[src/rtl/host_cmd_pkg.sv]
// rtl/host_cmd_pkg.sv - opcodes, command/state encodings and frame/response lengths for host_cmd_master
package host_cmd_pkg;

    localparam logic [7:0] OP_WR      = 8'hAA;
    localparam logic [7:0] OP_RD      = 8'hBB;
    localparam logic [7:0] OP_ALU_OP  = 8'hCC;
    localparam logic [7:0] OP_ALU_NOP = 8'hDD;

    typedef enum logic [1:0] {
        CMD_WR      = 2'd0,
        CMD_RD      = 2'd1,
        CMD_ALU_OP  = 2'd2,
        CMD_ALU_NOP = 2'd3
    } cmd_type_e;

    typedef enum logic [1:0] {
        ST_IDLE     = 2'd0,
        ST_SEND     = 2'd1,
        ST_WAIT_RSP = 2'd2,
        ST_DONE     = 2'd3
    } state_e;

    localparam logic [2:0] FRAME_LEN_WR      = 3'd3;
    localparam logic [2:0] FRAME_LEN_RD      = 3'd2;
    localparam logic [2:0] FRAME_LEN_ALU_OP  = 3'd4;
    localparam logic [2:0] FRAME_LEN_ALU_NOP = 3'd2;

    localparam logic [1:0] RSP_LEN_WR      = 2'd0;
    localparam logic [1:0] RSP_LEN_RD      = 2'd1;
    localparam logic [1:0] RSP_LEN_ALU_OP  = 2'd2;
    localparam logic [1:0] RSP_LEN_ALU_NOP = 2'd2;

    function automatic logic [2:0] frame_len(input cmd_type_e t);
        case (t)
            CMD_WR:     return FRAME_LEN_WR;
            CMD_RD:     return FRAME_LEN_RD;
            CMD_ALU_OP: return FRAME_LEN_ALU_OP;
            default:    return FRAME_LEN_ALU_NOP;
        endcase
    endfunction

    function automatic logic [1:0] rsp_len(input cmd_type_e t);
        case (t)
            CMD_WR:     return RSP_LEN_WR;
            CMD_RD:     return RSP_LEN_RD;
            CMD_ALU_OP: return RSP_LEN_ALU_OP;
            default:    return RSP_LEN_ALU_NOP;
        endcase
    endfunction

endpackage

[src/rtl/host_cmd_rsp_timer.sv]
// rtl/host_cmd_rsp_timer.sv - idle-cycle counter that flags a stalled response
module host_cmd_rsp_timer #(
    parameter int TIMEOUT_CYCLES = 65535
) (
    input  logic clk,
    input  logic resetn,
    input  logic clear,
    output logic expired
);

    localparam int W = $clog2(TIMEOUT_CYCLES + 1);

    logic [W-1:0] count_q;

    always_ff @(posedge clk) begin
        if (!resetn || clear) begin
            count_q <= '0;
        end else begin
            count_q <= count_q + W'(1);
        end
    end

    // Fires on the last allowed idle cycle so the caller leaves exactly TIMEOUT_CYCLES after entry.
    assign expired = !clear && (count_q == W'(TIMEOUT_CYCLES - 1));

endmodule

[src/rtl/host_cmd_master.sv]
// rtl/host_cmd_master.sv - serialises one command to UART TX and assembles the RX response
// Optional response timeout enabled by defining HOST_CMD_MASTER_TIMEOUT_EN.
module host_cmd_master
    import host_cmd_pkg::*;
#(
    parameter int FRAME_WIDTH         = 8,
    parameter int ALU_DATA_WIDTH      = 16,
    parameter int ALU_FUNC_WIDTH      = 4,
    parameter int REG_FILE_ADDR_WIDTH = 4,
    parameter int TIMEOUT_CYCLES      = 65535
) (
    input  logic                           CLK,
    input  logic                           RST,
    input  logic                           cmd_valid,
    output logic                           cmd_ready,
    input  logic [1:0]                     cmd_type,
    input  logic [REG_FILE_ADDR_WIDTH-1:0] cmd_addr,
    input  logic [FRAME_WIDTH-1:0]         cmd_data,
    input  logic [FRAME_WIDTH-1:0]         cmd_opa,
    input  logic [FRAME_WIDTH-1:0]         cmd_opb,
    input  logic [ALU_FUNC_WIDTH-1:0]      cmd_func,
    output logic [FRAME_WIDTH-1:0]         tx_data,
    output logic                           tx_valid,
    input  logic                           tx_ready,
    input  logic [FRAME_WIDTH-1:0]         rx_data,
    input  logic                           rx_valid,
    output logic                           rsp_valid,
    output logic [ALU_DATA_WIDTH-1:0]      rsp_data,
    output logic                           rsp_timeout,
    output logic                           rx_unexpected
);

    if (ALU_DATA_WIDTH < 2 * FRAME_WIDTH || TIMEOUT_CYCLES < 1) begin : g_param_check
        $error("host_cmd_master: result must hold two bytes and timeout must be positive");
    end

    state_e                           state_q, state_d;
    cmd_type_e                        type_q;
    logic [REG_FILE_ADDR_WIDTH-1:0]   addr_q;
    logic [FRAME_WIDTH-1:0]           data_q, opa_q, opb_q;
    logic [ALU_FUNC_WIDTH-1:0]        func_q;
    logic [2:0]                       idx_q;
    logic [1:0]                       rx_cnt_q;
    logic [ALU_DATA_WIDTH-1:0]        rsp_q;
    logic [FRAME_WIDTH-1:0]           tx_byte;
    logic                             tx_hs, last_hs, rx_take, timeout_hit;

    always_comb begin
        tx_byte = '0;
        case (type_q)
            CMD_WR: case (idx_q)
                3'd0:    tx_byte = FRAME_WIDTH'(OP_WR);
                3'd1:    tx_byte = FRAME_WIDTH'(addr_q);
                default: tx_byte = data_q;
            endcase
            CMD_RD: tx_byte = (idx_q == 3'd0) ? FRAME_WIDTH'(OP_RD) : FRAME_WIDTH'(addr_q);
            CMD_ALU_OP: case (idx_q)
                3'd0:    tx_byte = FRAME_WIDTH'(OP_ALU_OP);
                3'd1:    tx_byte = opa_q;
                3'd2:    tx_byte = opb_q;
                default: tx_byte = FRAME_WIDTH'(func_q);
            endcase
            default: tx_byte = (idx_q == 3'd0) ? FRAME_WIDTH'(OP_ALU_NOP) : FRAME_WIDTH'(func_q);
        endcase
    end

    assign tx_hs   = (state_q == ST_SEND) && tx_ready;
    assign last_hs = tx_hs && (idx_q == frame_len(type_q) - 3'd1);
    // A byte arriving with the final TX handshake is already the first response byte.
    assign rx_take = rx_valid && (((state_q == ST_WAIT_RSP)) ||
                                  (last_hs && rsp_len(type_q) != 2'd0));

`ifdef HOST_CMD_MASTER_TIMEOUT_EN
    logic timed_out_q;

    host_cmd_rsp_timer #(
        .TIMEOUT_CYCLES(TIMEOUT_CYCLES)
    ) u_rsp_timer (
        .clk    (CLK),
        .resetn (RST),
        .clear  ((state_q != ST_WAIT_RSP) || rx_valid),
        .expired(timeout_hit)
    );

    always_ff @(posedge CLK) begin
        if (!RST) begin
            timed_out_q <= 1'b0;
        end else if (state_q == ST_IDLE) begin
            timed_out_q <= 1'b0;
        end else if (timeout_hit) begin
            timed_out_q <= 1'b1;
        end
    end

    assign rsp_timeout = (state_q == ST_DONE) && timed_out_q;
`else
    assign timeout_hit = 1'b0;
    assign rsp_timeout = 1'b0;
`endif

    always_comb begin
        state_d = state_q;
        case (state_q)
            ST_IDLE: if (cmd_valid) state_d = ST_SEND;
            ST_SEND: begin
                if (last_hs) begin
                    if (rsp_len(type_q) == 2'd0 || (rx_valid && rsp_len(type_q) == 2'd1)) begin
                        state_d = ST_DONE;
                    end else begin
                        state_d = ST_WAIT_RSP;
                    end
                end
            end
            ST_WAIT_RSP: begin
                if ((rx_valid && rx_cnt_q + 2'd1 == rsp_len(type_q)) || timeout_hit) begin
                    state_d = ST_DONE;
                end
            end
            default: state_d = ST_IDLE;
        endcase
    end

    always_ff @(posedge CLK) begin
        if (!RST) begin
            state_q  <= ST_IDLE;
            type_q   <= CMD_WR;
            addr_q   <= '0;
            data_q   <= '0;
            opa_q    <= '0;
            opb_q    <= '0;
            func_q   <= '0;
            idx_q    <= '0;
            rx_cnt_q <= '0;
            rsp_q    <= '0;
        end else begin
            state_q <= state_d;
            if (state_q == ST_IDLE && cmd_valid) begin
                type_q   <= cmd_type_e'(cmd_type);
                addr_q   <= cmd_addr;
                data_q   <= cmd_data;
                opa_q    <= cmd_opa;
                opb_q    <= cmd_opb;
                func_q   <= cmd_func;
                idx_q    <= '0;
                rx_cnt_q <= '0;
                rsp_q    <= '0;
            end
            if (tx_hs) begin
                idx_q <= idx_q + 3'd1;
            end
            if (rx_take) begin
                if (rx_cnt_q == 2'd0) begin
                    rsp_q[FRAME_WIDTH-1:0] <= rx_data;
                end else begin
                    rsp_q[2*FRAME_WIDTH-1:FRAME_WIDTH] <= rx_data;
                end
                rx_cnt_q <= rx_cnt_q + 2'd1;
            end
        end
    end

    assign cmd_ready     = (state_q == ST_IDLE);
    assign tx_valid      = (state_q == ST_SEND);
    assign tx_data       = tx_valid ? tx_byte : '0;
    assign rsp_valid     = (state_q == ST_DONE);
    assign rsp_data      = rsp_q;
    assign rx_unexpected = rx_valid && !rx_take;

endmodule

[config.mk]
export PLATFORM = sky130hd
export DESIGN_NAME = host_cmd_master
export DESIGN_NICKNAME = d
export VERILOG_FILES = /design/src/rtl/host_cmd_pkg.sv /design/src/rtl/host_cmd_rsp_timer.sv /design/src/rtl/host_cmd_master.sv
export SDC_FILE = /design/constraint.sdc
export NUM_CORES = 1
export LEC_CHECK = 0
export CORE_MARGIN = 2
export CORE_UTILIZATION = 53
export DETAILED_ROUTE_END_ITERATION = 16
export HOLD_SLACK_MARGIN = 0.12
export PLACE_DENSITY = 0.91
export SKIP_LAST_GASP = 1
export SLEW_MARGIN = 40
export SYNTH_ARGS = -nofsm -noshare
export SYNTH_HDL_FRONTEND = slang
export SYNTH_HIERARCHICAL = 1
export SYNTH_SLANG_ARGS = --single-unit
[constraint.sdc]
create_clock -name CLK -period 3.7 [get_ports CLK]
set_clock_uncertainty 0.15 [all_clocks]
set_input_delay 0.74 -clock CLK [delete_from_list [all_inputs] [get_ports CLK]]
set_output_delay 0.74 -clock CLK [all_outputs]
set_load 0.005 [all_outputs]
==> results.md <==
- Status: completed
- First-pass GRT wire length: 13.34 mm
- Multi-input logic area: 1622 µm²
- Reg area: 1144 µm²
- Tcrit/Tclk final: 96.76%
- DRC: 0
- Clock buffers created by TritonCTS: 9
- Vias per cell: 5.755
- Num Clock Sinks: 57
- Kind of critical path: reg -> out
- P&R area growth vs syn: 32.72%
- Layout Utilization: 71.92%
- RSZ-0062 raised after global routing: false
- CTS tree: yes
- Slowest stage delay, CP: 0.49 ns
- Worst Hold Class: reg -> reg
- Post-synthesis net count: 426
- Initial core utilization: 54.19%
- Worst relative slew slack: 49.28%
- Leakage: 1.407 nW
- Final ANT Viol Nets: 0
- WL final: 8.129 mm
- Top Ports: 76
- Final Net Count: 491
- Most frequent cells in the layout: 85 x nand2_1, 74 x clkdlybuf4s50_1, 61 x a21oi_1
- Synth Cell Area: 2929 µm²
- Tot GR Track Use: 27.46%
- Tot Pwr: 2.131 mW
- Largest net degree at the start of global routing: 30
- Initial antenna violation count: 0
- Final Max Tran Viols: 0
- Post-Syn Area per Cell: 7.938 µm²
- Drt wl/cell: 15.91 µm
- Diode count: 0
- Clock transition at path regs: 0.07 ns
- Critical Path Source Type: register
- Largest delay share family, worst path: simple AND/OR/NAND/NOR gates
- Power per cell area: 548.3 nW/µm²
- CP Cell Sequence: inv_1 -> ha_1 -> or3_1 -> and2_1 -> a211oi_1 -> o31a_1 -> clkdlybuf4s50_1
- Critical Path End Type: output pin
- Clk buf depth: 2
- Synthesized flop and latch total: 57
- Max cap viols: 0
- Final Hold Viols: 0
- Root Buffer: clkbuf_8
- GR Overflow Total: 0
- DP Area: 3691 µm²
- Crit path buf inv count: 2
- Post-synth ARST share: 0%
- CP max FO: 8
- Slowest CP cell: clkdlybuf4s50_1
- Cell area after layout: 3887 µm²
- Total negative slack: 0 ns
- H-Tree Level Count: 3
- Worst EP arrival: 2.69 ns
- Vias in the first global route: 2766
- Top FF cell, synth: dfxtp_1
- HPWL Detailed: 5.878 mm
- Final setup viols: 0
- Clock Latency Late Sink: 0.35 ns
- Post-synth EDFFs: 0
- Yosys cell types: 57
- Routed vias: 2941
- Die height: 78.34 µm
- Layout cells sized above 1: 9.112%
- RD Place Congestion: 1.004
- CORE AREA: 5405 µm²
- Worst EP required: 2.81 ns
- Commonest non-fill, non-tap cell in the layout: nand2_1
- Tightest Pin Transition: 0.7608 ns
- Fill cells: 436
- Initial detailed-routing violation count: 242
- Fmax: 279.3 MHz
- Ys Warns: 6
- Minimum clock period: 3.580 ns
- Die X: 78.34 µm
- Die Area: 6137 µm²
- DRT Pass-1 Iters: 4
- Row cnt: 27
- Worst vdd ir: 0.3196 mV
- Post-Synthesis Cells: 369
- Number of port buffers: 74
- Cts hold-fix bufs: 0
- Sequential share of the synthesized area: 38.96%
[cells in the mapped netlist (3+ instances only)]
cell      number  share of area, %
nand3_1        3              0.51
ha_1          10               4.3
nor2_1        14               1.8
a21oi_1       61                10
a22oi_1        4               1.0
nand3b_1       8               2.1
clkbuf_1      16               2.1
a211oi_1       3              0.77
dfxtp_1       57                39
buf_2          7               1.2
nor2b_1        4              0.85
nand4b_1       8               2.4
o21ai_0        9               1.5
a22o_1         5               1.5
nor3_1         3              0.51
o311ai_0       9               2.7
nand2_1       85                11
inv_1         11               1.4
[final cells by class]
type,count,share of cell area [%]
clock inverter,6,1.513
tap,72,2.317
sequential,57,29.42
multi-input combinational,272,41.71
timing repair buffer,82,20.60
inverter,12,1.159
clock buffer,10,3.283
[final timing paths]
check                               start                       end  slack, ns  depth (start not counted)
setup / recovery    idx_q[0]$_SDFFE_PN0P_                tx_data[1]       0.12                          7
hold / removal     data_q[1]$_SDFFE_PN0P_    data_q[1]$_SDFFE_PN0P_       0.31                          2
setup reg to reg  state_q[1]$_SDFFE_PN0P_  rx_cnt_q[0]$_SDFFE_PN0P_       1.47                          7
hold reg to reg    data_q[1]$_SDFFE_PN0P_    data_q[1]$_SDFFE_PN0P_       0.31                          2
[cell families (layout without fill, tap and decap cells)]
logic type | count (synthesis) | after routing | share of synthesized area, %
and+or+nand+nor | 140 | 140 | 22.55
xor gates and xnor gates | 2 | 2 | 0.5981
buffers and inverters | 40 | 110 | 5.937
other | 1 | 1 | 0.1280
AOI/OAI and AO/OA | 117 | 117 | 26.87
adders and majority gates | 10 | 10 | 4.272
muxes | 2 | 2 | 0.6835
DFF | 57 | 57 | 38.96
[where the power goes]
part / internal, mW / switching, mW
clock network: 0.307 / 0.261
logic: 0.342 / 0.447
registers: 0.703 / 0.0718
total: 1.35 / 0.779
[stage by stage]
step | instances | setup slack, ns | hold slack (ns)
3_3_place_gp | 495 | 0.4092 | 0.2941
6_report | 511 | 0.1198 | 0.3097
5_1_grt | 511 | 0.002657 | 0.3256
4_1_cts | 511 | 0.05285 | 0.3114
2_1_floorplan | 369 | 1.011 | 0.2815
3_5_place_dp | 495 | 0.3725 | 0.3018
[sequential cells by signal (all words and copies together) (netlist names), 3 cells and up]
name	cells
addr_q	4
data_q	8
func_q	4
idx_q	3
opa_q	8
opb_q	8
rsp_data	16
[timing repair]
item                       in CTS  in global routing
setup buffers                   0                  0
gates cloned                    0                  0
resized for setup               1                  5
setup endpoints to repair       2                  4
[worst min-delay path, delay by kind of cell (launching register included)]
family | cells | cell delay [ns]
compound gates | 1 | 0.05
simple gates | 1 | 0.05
flops | 1 | 0.31
[layer usage]
metal / routed length [µm] / GRT usage, % / vias to the layer above
li1: - / - / 1442
met1: 3481 / 35.39 / 1359
met2: 3953 / 43.97 / 113
met3: 499 / 6.322 / 27
met4: 195 / 12.28 / 0
met5: 0 / 0 / -
Power figures use the tool's default switching activity.
